File: src/rtl/boundary_down_streamer.sv
// Descending counter streamer: latches [min, max] on an accepted start and
// emits max down to min over a valid/ready handshake. Optionally wraps back
// to max, and supports a graceful stop that finishes after the next beat.
module boundary_down_streamer #(
    parameter int unsigned  MAX_COUNT = 10,
    parameter bit           WRAP      = 1'b1,
    localparam int unsigned W         = $clog2(MAX_COUNT)
) (
    input  logic         clk_in,
    input  logic         rst_in,
    input  logic         start_in,
    input  logic [W-1:0] max_in,
    input  logic [W-1:0] min_in,
    input  logic         stop_in,
    output logic         count_valid_out,
    input  logic         count_ready_in,
    output logic [W-1:0] count_out,
    output logic         last_out,
    output logic         busy_out,
    output logic         err_out
);

    typedef enum logic [0:0] {StIdle, StRun} state_t;

    state_t       state;
    logic [W-1:0] lat_min;
    logic [W-1:0] lat_max;
    logic         stop_pend;

    logic         at_min;
    logic         finish;
    logic [W-1:0] next_count;

    // Decide what a completed beat does: leave RUN, or move to the next value.
    always_comb begin
        at_min     = (count_out == lat_min);
        // Stop raised in the same cycle as the beat still counts.
        finish     = stop_pend || stop_in || (at_min && !WRAP);
        // Never decrement past min, so no underflow can occur.
        next_count = at_min ? lat_max : count_out - W'(1);
    end

    // Two-state FSM with all outputs registered.
    always_ff @(posedge clk_in or negedge rst_in) begin
        if (!rst_in) begin
            state           <= StIdle;
            lat_min         <= '0;
            lat_max         <= '0;
            stop_pend       <= 1'b0;
            count_out       <= '0;
            count_valid_out <= 1'b0;
            last_out        <= 1'b0;
            busy_out        <= 1'b0;
            err_out         <= 1'b0;
        end else begin
            err_out <= 1'b0;
            case (state)
                StIdle: begin
                    if (start_in) begin
                        if (min_in > max_in) begin
                            err_out <= 1'b1;
                        end else begin
                            state           <= StRun;
                            lat_min         <= min_in;
                            lat_max         <= max_in;
                            stop_pend       <= 1'b0;
                            count_out       <= max_in;
                            count_valid_out <= 1'b1;
                            busy_out        <= 1'b1;
                            last_out        <= (max_in == min_in);
                        end
                    end
                end
                StRun: begin
                    if (count_ready_in) begin
                        if (finish) begin
                            // count_out keeps the final value while idle.
                            state           <= StIdle;
                            stop_pend       <= 1'b0;
                            count_valid_out <= 1'b0;
                            busy_out        <= 1'b0;
                            last_out        <= 1'b0;
                        end else begin
                            count_out <= next_count;
                            last_out  <= (next_count == lat_min);
                        end
                    end else if (stop_in) begin
                        stop_pend <= 1'b1;
                    end
                end
                default: begin
                    state <= StIdle;
                end
            endcase
        end
    end

endmodule
File: config.mk
export PLATFORM = sky130hd
export DESIGN_NAME = boundary_down_streamer
export DESIGN_NICKNAME = d
export VERILOG_FILES = /design/src/rtl/boundary_down_streamer.sv
export SDC_FILE = /design/constraint.sdc
export NUM_CORES = 1
export LEC_CHECK = 0
export ABC_AREA = 1
export BUFFER_PORTS_ARGS = -buffer_cell sky130_fd_sc_hd__buf_2
export CAP_MARGIN = 40
export CORE_MARGIN = 2
export CORE_UTILIZATION = 60
export CTS_BUF_LIST = sky130_fd_sc_hd__clkbuf_8
export CTS_CLUSTER_DIAMETER = 120
export DETAILED_ROUTE_END_ITERATION = 8
export PLACE_DENSITY = 0.81
export SLEW_MARGIN = 30
export SYNTH_ARGS = -nofsm -noshare
export SYNTH_HDL_FRONTEND = slang
export SYNTH_SLANG_ARGS = --single-unit
export TNS_END_PERCENT = 50
File: constraint.sdc
create_clock -name clk_in -period 2.3 [get_ports clk_in]
set_input_delay 0.115 -clock clk_in [delete_from_list [all_inputs] [get_ports clk_in]]
set_output_delay 0.115 -clock clk_in [all_outputs]
set_load 0.005 [all_outputs]
== Word-level counts from Yosys, hierarchy flattened ==
Index checks and enable logic that the tools add are counted.

* Register bits: 17
* Bits of input ports: 13
* Logic and storage cells: 57

* $add $sub $neg: 1
* $lt $le $gt $ge: 1
* Eq/ne operators: 10
* Muxes and demuxes: 29
* Bitwise operators: 2
* Reductions and logical operators: 6

{| class="wikitable"
|+ Operators with widths
! cell !! count
|-
| 2-to-1 mux 4 bit || 5
|-
| 2-to-1 mux 1 bit || 19
|-
| equality test 4 bit || 3
|-
| AND reduction 4 bit || 3
|-
| != test 2 bit (second input constant) || 4
|-
| case mux 1 bit (2 select lines) || 4
|-
| case mux 4 bit (2 select lines) || 1
|-
| AND reduction 3 bit || 2
|-
| > comparator 4 bit || 1
|-
| subtractor 4 x 1 -> 4 bit (second input constant) || 1
|-
| != test 3 x 2 -> 1 bit (second input constant) || 1
|-
| != test 3 bit (second input constant) || 1
|-
| != test 2 x 1 -> 1 bit (second input constant) || 1
|-
| NOT 1 bit || 2
|-
| logical OR 1 bit || 1
|}

== Logic depth before layout (Yosys ltp) ==
* Depth in word-level cells: 6
* Mapped depth: 11

== Worst setup path after synthesis ==
No wires, ideal clock.

* Kind: in2reg
* Start point: input max_in[1]
* End point: register lat_min[1]
* Library setup time: 0.077 ns
* Arrival time: 1.316 ns
* Required time: 2.223 ns
* Slack: 0.906 ns
* Stages: 10
* Path buffers: 2
* Cells stage by stage: inv_1 ha_1 clkinv_1 nor2_1 o21bai_1 a21oi_1 or2_1 buf_2 buf_6 a21oi_1

* Longest elaborated chain between the ends: 3

{| class="wikitable"
|+ Ends and longest elaborated chain
! element !! RTL line !! source
|-
| from (decl) || 12 || <nowiki>input logic [W-1:0] max_in,</nowiki>
|-
| > comparator 4 bit || 60 || <nowiki>if (min_in > max_in) begin</nowiki>
|-
| NOT 1 bit (no source line) || n/a ||
|-
| AND reduction 3 bit (no source line) || n/a ||
|-
| to (signal assigned) || 64 || <nowiki>lat_min <= min_in;</nowiki>
|-
| to (decl) || 26 || <nowiki>logic [W-1:0] lat_min;</nowiki>
|}

No other way between the ends.
A chain may end at the register's enable or synchronous reset.

== Worst setup path after layout ==
* Start point: register count_out[0]
* End point: register last_out

* Longest elaborated chain between the ends: 6
* Elaborated cells on any way between the ends: 7
* Classes of those cells: add/sub (1); eq/ne (2); mux (4)

{| class="wikitable"
|+ Ends and longest elaborated chain
! element !! RTL line !! source
|-
| from (decl) || 17 || <nowiki>output logic [W-1:0] count_out,</nowiki>
|-
| from (signal assigned) || 67 || <nowiki>count_out <= max_in;</nowiki>
|-
| from (signal assigned) || 84 || <nowiki>count_out <= next_count;</nowiki>
|-
| subtractor 4 x 1 -> 4 bit or equality test 4 bit (tied branches) || 40, 36 ||
|-
| 2-to-1 mux 4 bit (*) || 40 || <nowiki>next_count = at_min ? lat_max : count_out - W'(1);</nowiki>
|-
| equality test 4 bit (*) || 85 || <nowiki>last_out <= (next_count == lat_min);</nowiki>
|-
| 2-to-1 mux 1 bit (*) || 76 || <nowiki>if (finish) begin</nowiki>
|-
| 2-to-1 mux 1 bit (*) || 75 || <nowiki>if (count_ready_in) begin</nowiki>
|-
| case mux 1 bit (2 select lines) (*) || 57 || <nowiki>case (state)</nowiki>
|-
| to (signal assigned) || 70 || <nowiki>last_out <= (max_in == min_in);</nowiki>
|-
| to (signal assigned) || 85 ||
|-
| to (decl) || 18 || <nowiki>output logic last_out,</nowiki>
|}

Every way passes the cells marked *; elsewhere a longest branch is shown, timed or not. The select of a mux whose other input is x is not followed.

==> qor.csv <==
stage,metric,value,unit
floorplanning,core-area,1760,um^2
sta,setup_viol,0,
pwr,vdd_drop_max,0.824,mV
worst_setup_path,start_kind,flip-flop,
floorplanning,pin_count,21,
route,vias,1054,
sta,finalMaxSlewViolations,0,
synthesis,synth_cell_types,27,
floorplanning,die_x,47.7,um
synthesis,synth_top_family_by_area,simple AND/OR/NAND/NOR gates,
route,routedWlPerCell,11.6,um
pwr,p_per_area,1420,nW/um^2
placed_design,gp_congestion,0.842,
layout,nNetsFinal,199,
layout,final_util,0.740,
global_routing,grt_use_total,0.253,
worst_setup_path,crit_path_end_kind,flip-flop,
global_routing,overflow,0,
synthesis,synth.area.mux_share,0,
worst_setup_path,slowest_stage,dfrtp_1,
global_routing,grt_pass1_vias,971,
placed_design,dpl.hpwl,1890,um
sta,max-slew-margin-rel,0.632,
synthesis,syn-num-nets,177,
floorplanning,die_h,47.7,um
synthesis,syn_area,1150,um^2
clocking,max-clock-path-buffers,2,
clocking,cts_resized,0,
sta,worst_pin_slew,0.552,ns
pwr,p_leak,0.726,nW
clocking,cts_setup_buffers,0,
worst_setup_path,crit_family,simple AND/OR/NAND/NOR gates,
clocking,cts_sinks,17,
clocking,cts_tree,built,
worst_setup_path,critPathBufInv,2,
layout,final_cell_mix,"45 x nand2_1, 20 x buf_2, 17 x inv_1, 17 x dfrtp_1, 15 x nor2_1",
synthesis,ys_seq_area_frac,0.371,
global_routing,antenna_found_initial,0,
route,wirelength,2380,um
synthesis,synth_area_leader_cell,dfrtp_1,
route,dr.pass1.iters,4,
clocking,hold_buffers,1,
route,final_antenna_net_count,0,
synthesis,synth_xor_area_frac,0.00763,
sta,finalClockSkew,0.00477,ns
synthesis,synth_warnings,0,
route,drc_errors,0,
synthesis,avgSynthCellArea,7.22,um^2
synthesis,synth_area_leaders,"dfrtp_1 37%, nand2_1 15%, ha_1 5.5%",
synthesis,netlist_instances,159,
sta,layout_min_cycle_time,1.59,ns
synthesis,synth-simple-area-share,0.333,
floorplanning,initial_core_util,0.650,
global_routing,grt_pass1_wl,4020,um
floorplanning,dieArea,2280,um^2
synthesis,synth_compound_area_frac,0.137,
worst_setup_path,cp.arrival,1.77,ns
layout,mostFrequentLayoutCell,nand2_1,
sta,setup-tns-final,0,ns
sta,period_share,0.692,
status,status,finished clean,
worst_hold_path,min_path_type,input port to flip-flop,
clocking,h-tree-depth,1,
worst_setup_path,max_stage_delay,0.41,ns
worst_setup_path,crit_fanout,5,
clocking,clkTransAtPathRegs,0.07,ns
placed_design,portBuffers,20,
sta,hold_violations,0,
job,drv_cap,0,
route,drt_iter0_drc,36,
floorplanning,rows,15,
sta,timing.fmax,628,MHz
synthesis,synth.top_cell.area_share,0.371,
layout,layout-drive-gt1-share,0.211,
route,viasPerCell,5.14,
worst_setup_path,crit_type,flip-flop to flip-flop,
sta,rsz0062_at_grt,no,
layout,synthToLayoutAreaGrowth,13.7,%
worst_setup_path,cp.required,2.48,ns
clocking,clock-root-buffer,clkbuf_8,
worst_setup_path,path_cells,inv_2 > ha_1 > xor2_1 > inv_1 > nand2_1 > nand2_1 > nor2_1 > nor2_1 > nand3_1 > a21oi_2,
synthesis,ys_ff_latch,17,
clocking,clkLatencyLatePin,0.25,ns
synthesis,yosys.area_share.adder,0.0545,
global_routing,grt_max_degree,19,
clocking,cts_buffers,3,
layout,diodes,0,
[cell type report]
cell class	instances	area, um^2
well taps	25	31.3
multi-input cells	116	611
clock buffers	3	41.3
clock inverters	1	3.75
repair buffers	21	110
fillers	156	459
flip-flops and latches	17	425
inverters	22	82.6
[per-layer routing]
layer  global-route usage  wire (um)  vias up
met5                    0          0        -
li1                     -          -      549
met4               0.0703         11        0
met3               0.0340        127        2
met2                0.437       1170       32
met1                0.332       1070      471
[Yosys cell counts (all sizes together)]
master	n
or2	1
clkinv	1
o21a	1
nand3	12
dfrtp	17
nand2	50
o21bai	1
a2bb2oi	1
ha	5
nand3b	3
a21oi	8
o21ai	15
buf	4
inv	21
nor2	17
o211ai	1
xor2	1
[state kept, by name (all words and copies together), names as in the netlist]
name / flops
err_out: 1
count_out: 4
stop_pend: 1
busy_out: 1
lat_max: 4
state: 1
lat_min: 4
last_out: 1
[kinds of logic (layout without fill, tap and decap cells)]
| family | Yosys count | in the layout |
|---|---|---|
| and+or+nand+nor | 83 | 83 |
| AOI/OAI and AO/OA | 27 | 27 |
| buffers and inverters | 26 | 47 |
| DFF | 17 | 17 |
| adders and majority gates | 5 | 5 |
| xor gates and xnor gates | 1 | 1 |
[per-stage QoR]
| step | total power [mW] | setup slack (ns) | instances | hold slack [ns] | instance area, um^2 |
|---|---|---|---|---|---|
| 5_1_grt | 2.04 | 0.523 | 205 | 0.139 | 1310 |
| 6_report | 1.85 | 0.709 | 205 | 0.114 | 1310 |
| 3_3_place_gp | 1.60 | 0.634 | 200 | 0.0572 | 1250 |
| 3_5_place_dp | 1.63 | 0.530 | 200 | 0.0581 | 1250 |
| 4_1_cts | 1.85 | 0.741 | 205 | 0.116 | 1310 |
| 2_1_floorplan | 1.41 | 0.906 | 159 | -0.181 | 1150 |
[worst min-delay path, delay by kind of cell]
| kind | cells | cell delay, ns |
|---|---|---|
| buffers and inverters | 2 | 0.16 |
| AND/OR/NAND/NOR | 1 | 0.04 |
[report_power, final]
group / total (mW) / switching, mW / leakage (nW) / internal [mW]
registers: 0.577 / 0.134 / 0.206 / 0.444
clock network: 0.216 / 0.0976 / 0.0269 / 0.118
logic: 1.06 / 0.658 / 0.493 / 0.403
[path summary, 6_finish.rpt]
check | startpoint | to | slack (ns) | depth (start not counted)
worst max-delay path | count_out[0]$_DFFE_PN0P_ | last_out$_DFFE_PN0P_ | 0.71 | 10
worst min-delay path | start_in | err_out$_DFF_PN0_ | 0.11 | 3
worst max register to register | count_out[0]$_DFFE_PN0P_ | last_out$_DFFE_PN0P_ | 0.71 | 10
worst min register to register | lat_max[3]$_DFFE_PN0P_ | lat_max[3]$_DFFE_PN0P_ | 0.52 | 2
max in group asynchronous | rst_in | count_out[3]$_DFFE_PN0P_ | 1.70 | 2
min in group asynchronous | rst_in | lat_max[1]$_DFFE_PN0P_ | 0.32 | 2
Note: power is estimated with default switching activity, not from simulation.
